`config.mk`:
```
export PLATFORM = sky130hd
export DESIGN_NAME = gth_tmds_lane_gearbox
export DESIGN_NICKNAME = d
export VERILOG_FILES = /design/src/rtl/gth_tmds_lane_gearbox.sv
export SDC_FILE = /design/constraint.sdc
export NUM_CORES = 1
export LEC_CHECK = 0
export ABC_AREA = 1
export CORE_UTILIZATION = 42
export DETAILED_ROUTE_END_ITERATION = 16
export HOLD_SLACK_MARGIN = 0.02
export PLACE_DENSITY = 0.61
export SLEW_MARGIN = 20
export SYNTH_ARGS = -nofsm -noshare
export SYNTH_HDL_FRONTEND = slang
export SYNTH_SLANG_ARGS = --single-unit
```
`constraint.sdc`:
```
create_clock -name clk -period 7.05 [get_ports clk]
set_clock_uncertainty 0.1 [all_clocks]
set_input_delay 2.115 -clock clk [delete_from_list [all_inputs] [get_ports clk]]
set_output_delay 2.115 -clock clk [all_outputs]
set_load 0.02 [all_outputs]
```
`src/rtl/gth_tmds_lane_gearbox.sv`:
```
// TMDS symbol FIFO/packer feeding the GTH TX userdata bus: primes a beat FIFO, then
// emits one word per lane per txusrclk2 cycle, with an optional clock lane and per-lane inversion.
module gth_tmds_lane_gearbox #(
    parameter int NUM_CH        = 3,
    parameter int SYM_W         = 10,
    parameter int SYMS_PER_WORD = 2,
    parameter int FIFO_DEPTH    = 16,
    parameter int PRIME_LVL     = 4,
    parameter int CLK_LANE      = 1,
    parameter logic [NUM_CH+CLK_LANE-1:0] INV_MASK = '0,
    parameter logic [SYM_W-1:0] IDLE_SYM = 10'h354,
    localparam int TX_W  = SYM_W * SYMS_PER_WORD,
    localparam int LVL_W = $clog2(FIFO_DEPTH + 1)
) (
    input  logic                            clk,
    input  logic                            reset,
    input  logic                            tx_reset_done,
    input  logic [NUM_CH*TX_W-1:0]          sym_data,
    input  logic                            sym_valid,
    output logic                            sym_ready,
    output logic [(NUM_CH+CLK_LANE)*TX_W-1:0] tx_data,
    output logic                            tx_active,
    output logic [LVL_W-1:0]                fifo_level,
    output logic [15:0]                     underflow_cnt
);
    localparam int OUT_LANES = NUM_CH + CLK_LANE;
    localparam int BEAT_W    = NUM_CH * TX_W;
    localparam int OUT_W     = OUT_LANES * TX_W;
    localparam int PTR_W     = $clog2(FIFO_DEPTH);
    localparam logic [LVL_W-1:0] DEPTH_LVL = LVL_W'(FIFO_DEPTH);
    localparam logic [LVL_W-1:0] PRIME_THR = LVL_W'(PRIME_LVL);
    localparam logic [SYM_W-1:0] CLK_SYM   = {SYM_W{1'b1}} >> (SYM_W / 2);
    localparam logic [TX_W-1:0]  IDLE_WORD = {SYMS_PER_WORD{IDLE_SYM}};
    localparam logic [TX_W-1:0]  CLK_WORD  = {SYMS_PER_WORD{CLK_SYM}};

    typedef enum logic [1:0] {IDLE, PRIME, RUN} state_t;

    state_t             state_q, state_d;
    logic [LVL_W-1:0]   level_q, level_d;
    logic [PTR_W-1:0]   wr_ptr_q, wr_ptr_d, rd_ptr_q, rd_ptr_d;
    logic [15:0]        underflow_q, underflow_d;
    logic [OUT_W-1:0]   tx_data_q, tx_data_d;
    logic               tx_active_q, tx_active_d;
    logic [BEAT_W-1:0]  mem_q [FIFO_DEPTH];
    logic [OUT_W-1:0]   raw;
    logic [OUT_W-1:0]   inv_bits;
    logic               push, pop;

    assign sym_ready     = (state_q != IDLE) && (level_q < DEPTH_LVL);
    assign push          = sym_valid && sym_ready;
    assign pop           = (state_q == RUN) && (level_q != '0) && tx_reset_done;
    assign tx_data       = tx_data_q;
    assign tx_active     = tx_active_q;
    assign fifo_level    = level_q;
    assign underflow_cnt = underflow_q;

    always_comb begin
        state_d     = state_q;
        level_d     = level_q;
        wr_ptr_d    = wr_ptr_q;
        rd_ptr_d    = rd_ptr_q;
        underflow_d = underflow_q;
        raw         = '0;
        inv_bits    = '0;

        if (push) wr_ptr_d = wr_ptr_q + PTR_W'(1);
        if (pop)  rd_ptr_d = rd_ptr_q + PTR_W'(1);
        if (push && !pop)      level_d = level_q + LVL_W'(1);
        else if (pop && !push) level_d = level_q - LVL_W'(1);

        case (state_q)
            IDLE:    if (tx_reset_done) state_d = PRIME;
            PRIME:   if (level_q >= PRIME_THR) state_d = RUN;
            RUN:     state_d = RUN;
            default: state_d = IDLE;
        endcase

        if (state_q == RUN && tx_reset_done && level_q == '0 && underflow_q != 16'hFFFF)
            underflow_d = underflow_q + 16'd1;

        // Losing the GTH reset-done drops straight to IDLE and discards everything buffered
        if (!tx_reset_done) begin
            state_d  = IDLE;
            level_d  = '0;
            wr_ptr_d = '0;
            rd_ptr_d = '0;
        end

        for (int c = 0; c < NUM_CH; c++) raw[c*TX_W +: TX_W] = IDLE_WORD;
        if (pop) raw[BEAT_W-1:0] = mem_q[rd_ptr_q];
        for (int l = NUM_CH; l < OUT_LANES; l++)
            raw[l*TX_W +: TX_W] = (state_d != IDLE) ? CLK_WORD : '0;

        for (int l = 0; l < OUT_LANES; l++) inv_bits[l*TX_W +: TX_W] = {TX_W{INV_MASK[l]}};
        tx_data_d   = raw ^ inv_bits;
        tx_active_d = (state_d == RUN);
    end

    always_ff @(posedge clk or posedge reset) begin
        if (reset) begin
            state_q     <= IDLE;
            level_q     <= '0;
            wr_ptr_q    <= '0;
            rd_ptr_q    <= '0;
            underflow_q <= '0;
            tx_data_q   <= '0;
            tx_active_q <= 1'b0;
        end else begin
            state_q     <= state_d;
            level_q     <= level_d;
            wr_ptr_q    <= wr_ptr_d;
            rd_ptr_q    <= rd_ptr_d;
            underflow_q <= underflow_d;
            tx_data_q   <= tx_data_d;
            tx_active_q <= tx_active_d;
        end
    end

    always_ff @(posedge clk) begin
        if (push) mem_q[wr_ptr_q] <= sym_data;
    end
endmodule

```
==> results.md, run 1 <==
- Most used DFF post-synth: edfxtp_1
- Switching power summed over all nets: 3.68 mW
- Violation count after the first detailed-route iteration: 2,524
- Avg Synthesized Cell Area: 12.8 um2
- Count of endpoints failing setup in the final report: 0
- Critical path start-end classification: reg2reg
- Nature of the critical path endpoint: flip-flop
- Cells traversed along the worst timing path: inv_4 -> nand2_4 -> inv_4 -> buf_4 -> nand3_1 -> nand2_1 -> a31oi_1 -> nand2_1 -> nand3_1
- Vias: 25,300
- Max Clock Freq: 234 MHz
- Gate power share: 0.116
- Headroom to the max-slew limit: 0.123
- H-tree depth: 3
- Router iterations before antenna repair: 6
- Startpoint of the worst hold path: underflow_cnt[8]
- Share of cells above drive strength 1: 0.0733
- Total Routing Usage GR: 0.203
- Post-route DRC: 0
- Worst hold path type: reg2reg
- Area growth from synthesis to layout: 15.0%
- Register-to-register path setup slack: 2.77 ns
- Number of global-route vias before repair: 24,300
- Die area: between 0.09 and 0.1 mm2
- Width of the chip: 316 um
- Adder-cell share of the synthesized area: 0.00350
- Overall die height: 316 um
- Sequential fraction of design power: 0.486
- IR drop worst, VDD: 0.000278 V
- Number of library cell types mapped by synthesis: 37
- Number of core rows: 114
- Antenna violations before repair: 1
- Stage delay of the slowest cell on the critical path: around 0.79 ns
- Number of sinks handled by clock tree synthesis: 1,053
- CP startpoint kind: flip-flop
- Final worst setup slack: 2.77 ns
- Worst Hold Depth: 2
- Routed Antenna Nets: 0
- Area taken by multi-input logic gates: ~0.009 mm2
- Syn. warnings: 0
- Setup fix buffers added after clock tree synthesis: 0
- Endpoint of the worst hold path: underflow_cnt[8]
- Critical-path top delay cell: inv_4
- #FFs+latches synth: 1,053
- Mean number of vias per cell: 5.37
- Worst-skew pair later-pin latency: approximately 0.7 ns
- Total Wirelength: 102,000 um
- CP delay by family, top: buffers and inverters
- Hold Fails Final Rpt: 0
- Root Driver: clkbuf_16
- Filler Cells Inserted: 8,413
- CP Buf/Inv Count: 3
- Sum of negative setup slack: 0 ns
- Clock tree from TritonCTS: done
- Power per Cell Area: approximately 310 mW/mm2
- Most common cell after layout, fill and taps aside: edfxtp_1
- Met2 global-route usage: 0.329
- Sequential cell area in the final layout: 0.0312 mm2
- Portion of the post-synthesis area used by sequential elements: 0.752
- Share of synthesized registers carrying an async set or reset: 0.0883
- Detailed placer's ending HPWL: around 53,000 um
- Xor-xnor portion of the synthesized cell area: 0.00359
- Worst flop-to-flop path endpoint: tx_data[54]
- Endpoint arrival time on the critical path: 4.71 ns
- Post-CTS Hold Buffers: 0
- Maximum number of pins on one net before global-route repair: approximately 230
- Setup repair after global routing missed its margin: no
- Final cycle utilization of the critical path: 0.607
- Area fraction in compound gates after synthesis: 0.0595
- P_leak: 16.2 nW
- Maximum clock path buffer count: 3
- Critical Path Fanout Max: 69
- Count of max-cap constraint violations: 0
- Proportion of total power due to net switching: 0.252
- Grt peak-use layer: met2
- Pint: 10.9 mW
- GR met1 Demand/Resource: 0.283
- Placed cells: 4,513
- Area of the core region: between 0.09 and 0.1 mm2
- Initial Utilization: 0.426
- Number of port buffers: 156
- Wire length of the first global-routing pass: between 150,000 and 200,000 um
- Post-place setup slack: 2.10 ns
- Number of cell instances on the worst register-to-register path: 9
- Fraction of the mapped netlist area in simple logic gates: 0.145
- Source of the worst register-to-register timing path: rd_ptr_q[1]
- Area of the mapped netlist: 0.0415 mm2
- Main combinational cell family by area after synthesis: simple AND/OR/NAND/NOR gates
- Status: finished, final reports clean
- Post-synth EDFFs: 960
- Shortest period the worst path allows: ~4.3 ns
- Number of primary I/O pins: 167
- Required time reported for the critical path endpoint: ~7.5 ns
- Post-CTS clock slew at the launch and capture registers of the worst setup and hold paths: 0.06 ns
- Post-synthesis cell count: about 3,300
- Met3 capacity usage during global routing: 0.0292
- Final routed wire length divided by cell count: 21.5 um
- Commonest cells after routing, fill and taps aside: edfxtp_1, nand2_1, nor2_1
- Total Nets Final: 3,420
- Transition at the pin with the smallest max-transition slack: 1.32 ns
- Count of final max-slew check failures: 0
- Resize count post-CTS: 0
- Share of total power in the clock network: 0.397
- Total global routing overflow: 0
- Fraction of synthesized area in multiplexers: 0
- Total power consumption of the routed design: 14.6 mW
- Number of buffers created by CTS: between 100 and 150
- Final Non-Filler Cells: 4,717
- Routability Congestion: 0.777
cells in the mapped netlist, types with 4 or more instances:
cell type | number | area (um2)
o2111ai_1 | 24 | 210
a21oi_1 | 37 | 185
o211ai_1 | 73 | 548
or2_2 | 16 | 100
nor3_1 | 4 | 20.0
ha_1 | 10 | 125
nand3_1 | 324 | 1620
buf_2 | 98 | 490
edfxtp_1 | 960 | 28800
or2_0 | 8 | 50.1
clkbuf_1 | 51 | 191
nand2_1 | 703 | 2640
o21ai_0 | 167 | 836
inv_2 | 6 | 22.5
nor2_1 | 344 | 1290
buf_6 | 11 | 124
o21ai_1 | 58 | 290
nand4_1 | 33 | 206
inv_1 | 83 | 312
xor2_1 | 10 | 87.6
xnor2_1 | 7 | 61.3
buf_4 | 46 | 345
buf_1 | 7 | 26.3
a31oi_1 | 60 | 375
dfrtp_1 | 93 | 2330
layer usage:
layer  part of all wire  vias to the layer above
met2               0.48                      823
met5            0.00013                        -
met1               0.44                    12600
met4              0.022                        2
li1                   -                    11800
met3              0.061                      126
worst min-delay path, cell delays in order, from the launching register on:
cell and delay, ns:
dfrtp_1 0.39, nand2_1 0.07, nand2_1 0.06
logic make-up (layout without fill, tap and decap cells):
group | Yosys count | count (layout)
adder cells (fa/ha/maj) | 11 | 11
flip-flops | 1053 | 1053
XOR/XNOR | 17 | 17
AO/OA/AOI/OAI | 422 | 422
AND/OR/NAND/NOR | 1442 | 1442
other | 1 | 12
buffers and inverters | 304 | 484
registers in the layout (all words and copies together), names as in the netlist:
signal / flops
fifo_level: 5
mem_q: 960
rd_ptr_q: 4
state_q: 2
tx_active: 1
tx_data: 61
underflow_cnt: 16
wr_ptr_q: 4
power groups by stage:
stage	sequential (mW)	clock, mW	combinational (mW)
2_1_floorplan	7.23	0	1.13
3_3_place_gp	7.22	0	1.68
3_5_place_dp	7.22	0	1.70
4_1_cts	7.09	5.89	1.71
5_1_grt	7.11	6.11	1.88
6_report	7.09	5.79	1.69
metrics by stage:
| step | instance area [um2] | hold WS (ns) | util |
|---|---|---|---|
| after floorplan | 41500 | 0.395 | - |
| after detailed placement | 44000 | 0.435 | 0.453 |
| after global placement | 44000 | 0.414 | 0.453 |
| final | 47700 | 0.453 | 0.490 |
| after global routing | 47700 | 0.476 | 0.490 |
| after CTS | 47700 | 0.449 | 0.490 |
worst max path at each step:
stage | cells past startpoint | slack [ns] | to | startpoint
global placement | 6 | 2.15 | mem_q[1][53] | sym_valid
finish | 9 | 2.77 | tx_data[54] | rd_ptr_q[1]
floorplan | 4 | 1.50 | mem_q[11][0] | sym_valid
CTS | 9 | 2.73 | tx_data[48] | rd_ptr_q[1]
global route | 9 | 2.49 | tx_data[46] | rd_ptr_q[1]
detailed placement | 6 | 2.10 | mem_q[1][27] | sym_valid
area by class of cell:
cell class,instances,share of cell area
Multi-Input combinational cell,1902,0.187
Tap cell,1276,0.0335
Clock inverter,61,0.0142
Inverter,91,0.00779
Clock buffer,141,0.0622
Timing Repair Buffer,191,0.0414
Antenna cell,2,0.000105
Sequential cell,1053,0.654
No activity file was read; power rests on OpenSTA's default activity.
==> run 2: changes to the inputs <==
--- a/config.mk
+++ b/config.mk
@@ -9,7 +9,7 @@
 export CORE_UTILIZATION = 42
 export DETAILED_ROUTE_END_ITERATION = 16
 export HOLD_SLACK_MARGIN = 0.02
-export PLACE_DENSITY = 0.61
+export PLACE_DENSITY = 0.63
 export SLEW_MARGIN = 20
 export SYNTH_ARGS = -nofsm -noshare
 export SYNTH_HDL_FRONTEND = slang
==> constraint.sdc (replaced) <==
create_clock -name clk -period 3.5 [get_ports clk]
set_clock_uncertainty 0.1 [all_clocks]
set_input_delay 1.05 -clock clk [delete_from_list [all_inputs] [get_ports clk]]
set_output_delay 1.05 -clock clk [all_outputs]
set_load 0.02 [all_outputs]
==> results.md, run 2 (synthesis gave the netlist of run 1 again) <==
- Status: finished, final reports clean
- CP startpoint kind: flip-flop
- Post-CTS clock slew at the launch and capture registers of the worst setup and hold paths: 0.06 ns
- Smallest hold slack: 0.448 ns
- Critical Path Fanout Max: 4
- Number of port buffers: 156
- Filler Cells Inserted: 8,301
- Final cycle utilization of the critical path: 0.886
- Pint: approximately 22 mW
- Resize count post-CTS: 0
- Maximum number of pins on one net before global-route repair: 144
- Number of primary I/O pins: ~170
- Detailed placer's ending HPWL: ~57,000 um
- Total global routing overflow: 0
- Register name with the most flops: mem_q
- Post-route cell area: 0.0483 mm2
- H-tree depth: 3
- Number of core rows: 114
- Post-place setup slack: 0.279 ns
- Area of the core region: between 0.09 and 0.1 mm2
- Transition at the pin with the smallest max-transition slack: 0.951 ns
- Count of final max-slew check failures: 0
- Number of global-route vias before repair: 24,600
- Count of max-cap constraint violations: 0
- Mean number of vias per cell: 5.39
- Most common cell after layout, fill and taps aside: edfxtp_1
- Total Routing Usage GR: 0.206
- Shortest period the worst path allows: 3.10 ns
- Switching power summed over all nets: 7.53 mW
- Total Nets Final: between 3,000 and 4,000
- Final worst setup slack: 0.398 ns
- Total Wirelength: 103,000 um
- Hold Fails Final Rpt: 0
- Required time reported for the critical path endpoint: 2.35 ns
- Wire length of the first global-routing pass: 154,000 um
- Final routed wire length divided by cell count: 21.6 um
- Root Driver: clkbuf_16
- Number of buffers created by CTS: 106
- Post-DP Area: 0.0447 mm2
- Initial Utilization: 0.426
- Routability Congestion: 0.820
- Critical path start-end classification: reg2out
- Max FFs per register: 960
- Violation count after the first detailed-route iteration: 2,952
- IR drop worst, VDD: 0.000413 V
- Area growth from synthesis to layout: 16.5%
- Worst hold path type: reg2reg
- Commonest cells after routing, fill and taps aside: edfxtp_1, nand2_1, nor2_1
- Gate power share: 0.121
- Headroom to the max-slew limit: 0.366
- Sum of negative setup slack: 0 ns
- Share of cells above drive strength 1: 0.0860
- Share of total power in the clock network: 0.393
- Routed Antenna Nets: 0
- Nature of the critical path endpoint: output pin
- Vias: 25,600
- P_leak: 16.4 nW
- Final Non-Filler Cells: 4,753
- Router iterations before antenna repair: 5
- Width of the chip: 316 um
- Antenna violations before repair: 1
- Placed cells: roughly 4,600
- Power per Cell Area: 608 mW/mm2
- Setup repair after global routing missed its margin: no
- Die area: 0.100 mm2
- Count of endpoints failing setup in the final report: 0
- Proportion of total power due to net switching: 0.256
- Post-CTS Hold Buffers: 0
- Fraction of the core area covered by cells at the end of the flow: 0.496
- Endpoint arrival time on the critical path: 1.95 ns
- Number of inserted diodes: 0
- Clock tree from TritonCTS: done
- Max Clock Freq: between 300 and 400 MHz
- Sequential fraction of design power: 0.485
- Overall die height: 316 um
- Number of sinks handled by clock tree synthesis: 1,053
- Post-route DRC: 0
- Total power consumption of the routed design: 29.4 mW
- Setup fix buffers added after clock tree synthesis: 0
- Worst-skew pair later-pin latency: 0.71 ns
- Maximum clock path buffer count: 3
==> run 2: cell types whose count changed in the layout (fill, tap and decap cells not counted), moves of 5 or more <==
cell	change
buf_12	+29
buf_4	+11
clkinv_1	-11
clkinvlp_4	+5
==> run 2: path summary, 6_finish.rpt <==
path | start | endpoint | slack [ns] | depth (start not counted)
worst min-delay path | wr_ptr_q[2] | wr_ptr_q[2] | 0.45 | 1
max in group asynchronous | reset | tx_data[6] | 1.95 | 3
worst min register to register | wr_ptr_q[2] | wr_ptr_q[2] | 0.45 | 1
min in group asynchronous | reset | fifo_level[4] | 0.64 | 2
worst max-delay path | state_q[0] | sym_ready | 0.40 | 3
worst max register to register | rd_ptr_q[0] | tx_data[56] | 0.94 | 9
==> run 2: critical path, stage by stage (launching register included) <==
cell	delay, ns
dfrtp_1	0.40
nor2_1	0.09
nor2_2	0.14
clkdlybuf4s50_1	0.63
==> run 2: cell type report <==
class                      count  area, um2  area share
sequential                  1053      31200       0.645
clock buffer                 140       2930      0.0607
multi-input combinational   1902       8930       0.185
timing repair buffer         231       2640      0.0546
inverter                      91        369     0.00764
clock inverter                60        666      0.0138
tap                         1276       1600      0.0331
==> run 2: power groups by stage <==
stage                     sequential [mW]  combinational, mW  clock [mW]
after global routing                 14.3               3.95        12.2
final                                14.3               3.56        11.6
after detailed placement             14.5               3.58           0
after global placement               14.5               3.54           0
after CTS                            14.3               3.59        11.7
after floorplan                      14.6               2.28           0
==> run 2: routing by layer <==
layer / vias to the layer above / global-route usage / routed length, um
met5: - / 0 / 0
met4: 0 / 0.0597 / 2280
met3: 148 / 0.0291 / 6270
met2: 883 / 0.333 / 49200
met1: 12800 / 0.290 / 45000
li1: 11900 / - / -
